===== config.mk =====
export PLATFORM = sky130hd
export DESIGN_NAME = button_control_interface
export DESIGN_NICKNAME = d
export VERILOG_FILES = /design/src/rtl/button_control_interface.sv
export SDC_FILE = /design/constraint.sdc
export NUM_CORES = 1
export LEC_CHECK = 0
export BUFFER_PORTS_ARGS = -buffer_cell sky130_fd_sc_hd__clkbuf_2
export CAP_MARGIN = 20
export CORE_MARGIN = 2
export CORE_UTILIZATION = 60
export DETAILED_ROUTE_END_ITERATION = 10
export PLACE_DENSITY = 0.8
export SYNTH_ARGS = -nofsm -noshare
export SYNTH_HDL_FRONTEND = slang
export SYNTH_SLANG_ARGS = --single-unit

===== constraint.sdc =====
create_clock -name clock -period 2.2 [get_ports clock]
set_input_delay 0.22 -clock clock [delete_from_list [all_inputs] [get_ports clock]]
set_output_delay 0.22 -clock clock [all_outputs]
set_load 0.01 [all_outputs]

===== src/rtl/button_control_interface.sv =====
// button_control_interface: debounces clip/mode/go buttons and sequences record/play sessions.
module button_control_interface #(
    parameter int CNT_W = 20,
    parameter logic [CNT_W-1:0] DEBOUNCE_CYCLES = 20'd1000000,
    parameter int LEN_W = 32,
    parameter logic [LEN_W-1:0] MAX_CLIP_CYCLES = 32'd400000000
) (
    input  logic             clock,
    input  logic             reset,
    input  logic             btn_clip,
    input  logic             btn_mode,
    input  logic             btn_go,
    input  logic             play_done,
    output logic             clipNum,
    output logic             recordOrPlay,
    output logic             active,
    output logic             start_pulse,
    output logic             stop_pulse,
    output logic [LEN_W-1:0] session_len
);
    typedef enum logic {IDLE, RUN} state_t;
    localparam logic [CNT_W-1:0] DB_LAST = DEBOUNCE_CYCLES - 1'b1;
    localparam logic [LEN_W-1:0] LEN_LAST = MAX_CLIP_CYCLES - 1'b1;
    state_t state;
    logic [2:0] raw, sync1, sync2, level, level_d, press;
    logic [CNT_W-1:0] cnt [3];
    logic stop;
    assign raw = {btn_go, btn_mode, btn_clip};
    // bit 0 clip, bit 1 mode, bit 2 go; press is a registered rising edge of the debounced level
    always_ff @(posedge clock or negedge reset)
        if (!reset) begin
            sync1 <= '0;
            sync2 <= '0;
            level <= '0;
            level_d <= '0;
            press <= '0;
            for (int i = 0; i < 3; i++) cnt[i] <= '0;
        end else begin
            sync1 <= raw;
            sync2 <= sync1;
            level_d <= level;
            press <= level & ~level_d;
            for (int i = 0; i < 3; i++) begin
                cnt[i] <= (sync2[i] != level[i] && cnt[i] != DB_LAST) ? cnt[i] + 1'b1 : '0;
                if (sync2[i] != level[i] && cnt[i] == DB_LAST) level[i] <= sync2[i];
            end
        end
    assign stop = press[2] || session_len == LEN_LAST || (recordOrPlay && play_done);
    always_ff @(posedge clock or negedge reset)
        if (!reset) begin
            state <= IDLE;
            clipNum <= 1'b0;
            recordOrPlay <= 1'b0;
            active <= 1'b0;
            start_pulse <= 1'b0;
            stop_pulse <= 1'b0;
            session_len <= '0;
        end else begin
            start_pulse <= 1'b0;
            stop_pulse <= 1'b0;
            if (state == IDLE) begin
                clipNum <= clipNum ^ press[0];
                recordOrPlay <= recordOrPlay ^ press[1];
                if (press[2]) begin
                    state <= RUN;
                    active <= 1'b1;
                    start_pulse <= 1'b1;
                    session_len <= '0;
                end
            end else if (stop) begin
                state <= IDLE;
                active <= 1'b0;
                stop_pulse <= 1'b1;
            end else if (session_len != MAX_CLIP_CYCLES) begin
                session_len <= session_len + 1'b1;
            end
        end
endmodule


==> run summary, run 1 <==
DR DRC count = 0
vias per cell = 6.25
Max transition margin = 64.8%
Die Y = 101 um
number of flops mapped to enable cells by yosys = 0
fmax = 468 MHz
synthesized area = 0.00561 sq mm
final setup vio count = 0
crit path time final = 2.14 ns
core footprint = 0.00915 sq mm
Seq cells post-synth = 113
top cells by area, synth = dfrtp_1 50%, xnor2_1 5.8%, nor2_1 5.7%
CTS max path bufs = 2
Final WS setup = 0.0614 ns
VDD IR max = 575 uV
CTS tree = built
GRT Util Overall = 28.6%
multiplexer share of the synthesized area = 1.32%
reg2reg setup slack = 0.06 ns
DP Cell Count = 729
Vias = 4779
share of cells above drive strength 1 = 19.4%
average size of a mapped cell = 9.92 sq um
crit share post-route = 97.2%
Detailed Route WL = 13600 um
initial antenna violation count = 0
drt pass-1 iters = 5
most common cell after layout, fill and taps aside = dfrtp_1
most frequent cells in the layout = 111 x dfrtp_1, 85 x nor2_1, 41 x nand2_1, 41 x nand3_1, 41 x clkbuf_2
CP startpoint kind = register
pwr dens = 734 mW/mm^2
Finished Layout Cells = 765
crit path capture type = register
Worst-Margin Slew = 0.529 ns
Post-Synth Adder-Cell Area = 1.11%
Fill cells = 627
clock insertion delay at the later pin of the skew report = 0.51 ns
I/O Pins = 43
Yosys top cell by area = dfrtp_1
CTS root buf = clkbuf_8
Final Slew Violations = 0
sequential area share after synthesis = 50.4%
Worst EP arrival = 2.58 ns
main combinational cell family by area after synthesis = simple AND/OR/NAND/NOR gates
Crit Path Class = register to register
Syn. warnings = 0
Routed Antenna Nets = 0
Post-DP HPWL = 8620 um
vias in the first global route = 4787
largest net degree at the start of global routing = 41
diodes inserted = 0
row count = 35
Sequential Area = 0.00283 sq mm
Yosys top cell area share = 50.4%
GP Congestion = 0.918
clk_skew = 0.0116 ns
DP Area = 0.00610 sq mm
Worst-path clk slew = 0.05 ns
WL per Instance = 17.8 um
Layout Area Growth over Synthesis = 20.8%
Setup WS pre-CTS = 0.0910 ns
area of the multi-input gates = 0.00264 sq mm
final hold vios = 0
Netlist cell types = 51
H-tree level count = 4
syn_nets = 577
Iteration-0 DRC Markers = 294
Port Buf Inserts = 42
first-pass GRT wire length = 22600 um
asr flop ratio synth = 100%
Critical Path RT = 2.64 ns
RSZ-0062 raised after global routing = true
Num CTS Buffers = 17
Synth Area in Simple Gates = 24.9%
Synth Instances = 566
status = complete, no violations
Layout Nets = 652
crit path cell chain = inv_1, ha_1, nor4bb_2, nand3_1, a211o_4, a21oi_4, buf_4, a221o_1
CTS sink count = 113
die width = 101 um
Slowest cell on crit path = dfrtp_1
Worst Hold Class = input pin to register
initial core utilization = 61.3%
CP peak stage delay = 0.41 ns
crit-path max FO = 7
Overflow after GRT = 0
postcts setup bufs = 0
xor/xnor share of the synthesized area = 9.21%
Synth Area in Compound Gates = 9.74%
ys flop type = dfrtp_1
Lkg Pwr = 3.20 nW
Die Area = 0.0101 sq mm
fin area = 0.00678 sq mm
Max-Cap Viols = 0
-- cells in the mapped netlist, types with 11 or more instances --
master,instances
nand2_1,41
nand3_1,41
and3_1,18
nor4_1,15
dfrtp_1,113
nor2_1,85
a21oi_1,12
nor3_1,21
a31oi_1,19
xor2_1,22
nand4_1,14
xnor2_1,37
inv_1,11
-- area by class of cell --
cell class                 instances  share of cell area, %
multi-input combinational        418                   38.9
timing repair buffer              79                   7.81
clock inverter                     9                   1.92
clock buffer                      23                   6.88
tap                              111                   2.05
sequential                       113                   41.7
inverter                          12                  0.664
-- logic make-up after synthesis --
kind of cell | after synthesis
muxes | 7
xor gates and xnor gates | 59
AOI/OAI and AO/OA | 76
and+or+nand+nor | 271
buffers and inverters | 35
DFF | 113
adders and majority gates | 5
-- repair_timing --
item,CTS,global route
resized for setup,0,11
hold buffers,4,0
endpoints found under the setup margin,0,42
endpoints found under the hold margin,39,0
-- sequential cells by signal (all words and copies together) (netlist names) --
name,count
sync2,3
press,3
cnt,60
stop_pulse,1
session_len,32
level,3
sync1,3
recordOrPlay,1
state,1
active,1
clipNum,1
start_pulse,1
level_d,3
-- power breakdown --
part | switching [mW] | internal (mW) | total (mW)
Combinational | 0.0739 | 0.0349 | 0.109
Clock | 0.937 | 1.81 | 2.75
Sequential | 0.0159 | 2.10 | 2.12
-- final timing paths --
kind / start / end / cells past startpoint
min in group asynchronous: reset / cnt[8] / 2
max reg2reg: session_len[0] / session_len[26] / 8
min reg2reg: sync1[0] / sync2[0] / 0
min: play_done / stop_pulse / 3
max in group asynchronous: reset / cnt[24] / 3
max: session_len[0] / session_len[26] / 8
-- per-layer routing --
metal | track usage [%] | share of wire, %
met5 | 0 | 0
met4 | 12.0 | 2.2
met3 | 6.87 | 6.2
met2 | 48.8 | 52
met1 | 34.8 | 40
-- worst max-delay path, delay by kind of cell, from the launching register on --
kind	cells	cell delay [ns]
DFF	1	0.41
buffers and inverters	2	0.29
and+or+nand+nor	2	0.42
AOI/OAI and AO/OA	3	0.79
adders and majority gates	1	0.14
-- stage by stage --
step                      hold slack [ns]  utilization [%]  setup TNS [ns]  power, mW
after floorplan                   -0.0756                -               0       2.19
after global placement              0.231             66.6               0       2.25
after detailed placement            0.229             66.6               0       2.26
after CTS                           0.173             73.6               0       5.01
after global routing                0.182             74.1         -0.0374       5.12
final                               0.193             74.1               0       4.97
(Power assumes the default switching activity.)
==> inputs of run 2 (changes only) <==
--- a/config.mk
+++ b/config.mk
@@ -8,9 +8,9 @@
 export BUFFER_PORTS_ARGS = -buffer_cell sky130_fd_sc_hd__clkbuf_2
 export CAP_MARGIN = 20
 export CORE_MARGIN = 2
-export CORE_UTILIZATION = 60
+export CORE_UTILIZATION = 35
+export CTS_BUF_LIST = sky130_fd_sc_hd__clkbuf_4 sky130_fd_sc_hd__clkbuf_8
 export DETAILED_ROUTE_END_ITERATION = 10
-export PLACE_DENSITY = 0.8
 export SYNTH_ARGS = -nofsm -noshare
 export SYNTH_HDL_FRONTEND = slang
 export SYNTH_SLANG_ARGS = --single-unit
==> constraint.sdc (replaced) <==
create_clock -name clock -period 2.2 [get_ports clock]
set_input_delay 0.22 -clock clock [delete_from_list [all_inputs] [get_ports clock]]
set_output_delay 0.22 -clock clock [all_outputs]
set_load 0.1 [all_outputs]
==> run summary, run 2 (synthesis results as in run 1) <==
status = complete, no violations
Pwr Total = 4.74 mW
CTS root buf = clkbuf_8
Layout Area Growth over Synthesis = 20.6%
Internal = 3.82 mW
Crit Path Class = register to register
met1 wire length = 5720 um
drt pass-1 iters = 4
Iteration-0 DRC Markers = 268
Critical Path RT = 2.51 ns
Max-Cap Viols = 0
crit path capture type = register
met2 WL post-DR = 5810 um
Post-DP HPWL = 8690 um
WL per Instance = 14.6 um
most frequent cells in the layout = 85 x nor2_1, 83 x dfrtp_1, 41 x nand2_1, 41 x nand3_1, 41 x clkbuf_2
share of cells above drive strength 1 = 22.3%
CTS tree = built
fin area = 0.00677 sq mm
Gate power share = 2.2%
Setup WS pre-CTS = 0.0549 ns
Routed Antenna Nets = 0
Num CTS Buffers = 17
CP startpoint kind = register
final hold vios = 0
max reg flops = 60
Worst Hold Class = input pin to register
vias in the first global route = 4292
Worst-path clk slew = 0.07 ns
final setup vio count = 0
Worst-Margin Slew = 0.585 ns
clk_skew = 0.00984 ns
H-tree level count = 4
core footprint = 0.0158 sq mm
met3 WL = 721 um
crit share post-route = 93.7%
vias per cell = 5.16
Top reg by flops = cnt
I/O Pins = 43
most common cell after layout, fill and taps aside = nor2_1
Psw = 0.925 mW
sequential share of power = 44.5%
RSZ-0062 raised after global routing = false
diodes inserted = 0
postcts setup bufs = 0
Final WS setup = 0.139 ns
Largest regs = cnt: 60 flops, session_len: 32 flops
initial antenna violation count = 0
largest net degree at the start of global routing = 53
Lkg Pwr = 3.04 nW
Max transition margin = 61.2%
Worst EP arrival = 2.37 ns
fmax = 485 MHz
Clock Power Share = 53.3%
CTS sink count = 113
clock insertion delay at the later pin of the skew report = 0.44 ns
pwr dens = 701 mW/mm^2
top layer in use = met4
Final Slew Violations = 0
Detailed Route WL = 12500 um
Port Buf Inserts = 42
GP Congestion = 0.856
VDD IR max = 354 uV
Sw Share = 19.5%
Vias = 4416
CTS max path bufs = 2
die width = 131 um
crit path time final = 2.06 ns
Die Area = 0.0171 sq mm
Die Y = 131 um
row count = 46
Overflow after GRT = 0
DR DRC count = 0
Layout Nets = 639
initial core utilization = 35.6%
crit-path max FO = 9
DP Area = 0.00619 sq mm
GRT Util Overall = 15.6%
first-pass GRT wire length = 20800 um
[run 2: cell types whose count changed in the layout (fill, tap and decap cells not counted), moves of 2 or more]
| cell | before | now |
|---|---|---|
| nor4b_1 | 4 | 6 |
| buf_4 | 31 | 19 |
| dfrtp_2 | 2 | 22 |
| clkbuf_16 | 16 | 0 |
| clkbuf_1 | 3 | 0 |
| dfrtp_1 | 111 | 83 |
| bufinv_16 | 3 | 7 |
| clkbuf_4 | 0 | 2 |
| clkinv_2 | 3 | 0 |
| dfrtp_4 | 0 | 8 |
| nor4b_2 | 2 | 0 |
| clkbuf_8 | 4 | 20 |
[run 2: timing repair]
action	4_1_cts	5_1_grt
hold buffers	4	0
endpoints found under the hold margin	39	0
resized for setup	0	5
setup endpoints to repair	0	14
[run 2: stage by stage]
stage                     instances  TNS (ns)  hold slack (ns)  util (%)
after CTS                       856         0            0.259      42.8
after global routing            856         0            0.259      42.9
after detailed placement        821         0            0.234      39.2
after floorplan                 566    -0.319          -0.0756         -
after global placement          821         0            0.234      39.2
final                           856         0            0.287      42.9
[run 2: worst paths after layout]
| check | startpoint | end | slack, ns | depth (start not counted) |
|---|---|---|---|---|
| max in group asynchronous | reset | session_len[1] | 1.21 | 3 |
| worst max-delay path | session_len[5] | session_len[26] | 0.14 | 5 |
| worst max register to register | session_len[5] | session_len[26] | 0.14 | 5 |
| worst min-delay path | play_done | stop_pulse | 0.29 | 3 |
| min in group asynchronous | reset | cnt[15] | 0.30 | 2 |
| worst min register to register | sync1[1] | sync2[1] | 0.35 | 0 |
[run 2: worst max-delay path: stages, from the launching register on]
cell and delay [ns]:
dfrtp_2 0.43, and4_1 0.47, and4_1 0.34, nor4b_1 0.37, nor2_1 0.07, a221o_1 0.26
[run 2: layout make-up]
type	count	area, sq um
Tap cell	216	270
Sequential cell	113	2890
Multi-Input combinational cell	418	2630
Clock buffer	22	290
Inverter	12	45.0
Clock inverter	9	226
Fill cell	1527	9000
Timing Repair Buffer	66	419
[run 2: metal layers]
layer  track usage (%)  vias to the layer above
li1                  -                     2138
met3              5.05                       23
met4              6.26                        0
met1              20.0                     2146
met2              24.5                      109
met5                 0                        -
[run 2: power groups by stage]
stage / clock (mW) / sequential [mW] / combinational, mW
finish: 2.53 / 2.11 / 0.103
floorplan: 0 / 2.15 / 0.0388
global placement: 0 / 2.15 / 0.101
global route: 2.67 / 2.11 / 0.122
detailed placement: 0 / 2.15 / 0.103
CTS: 2.58 / 2.11 / 0.109
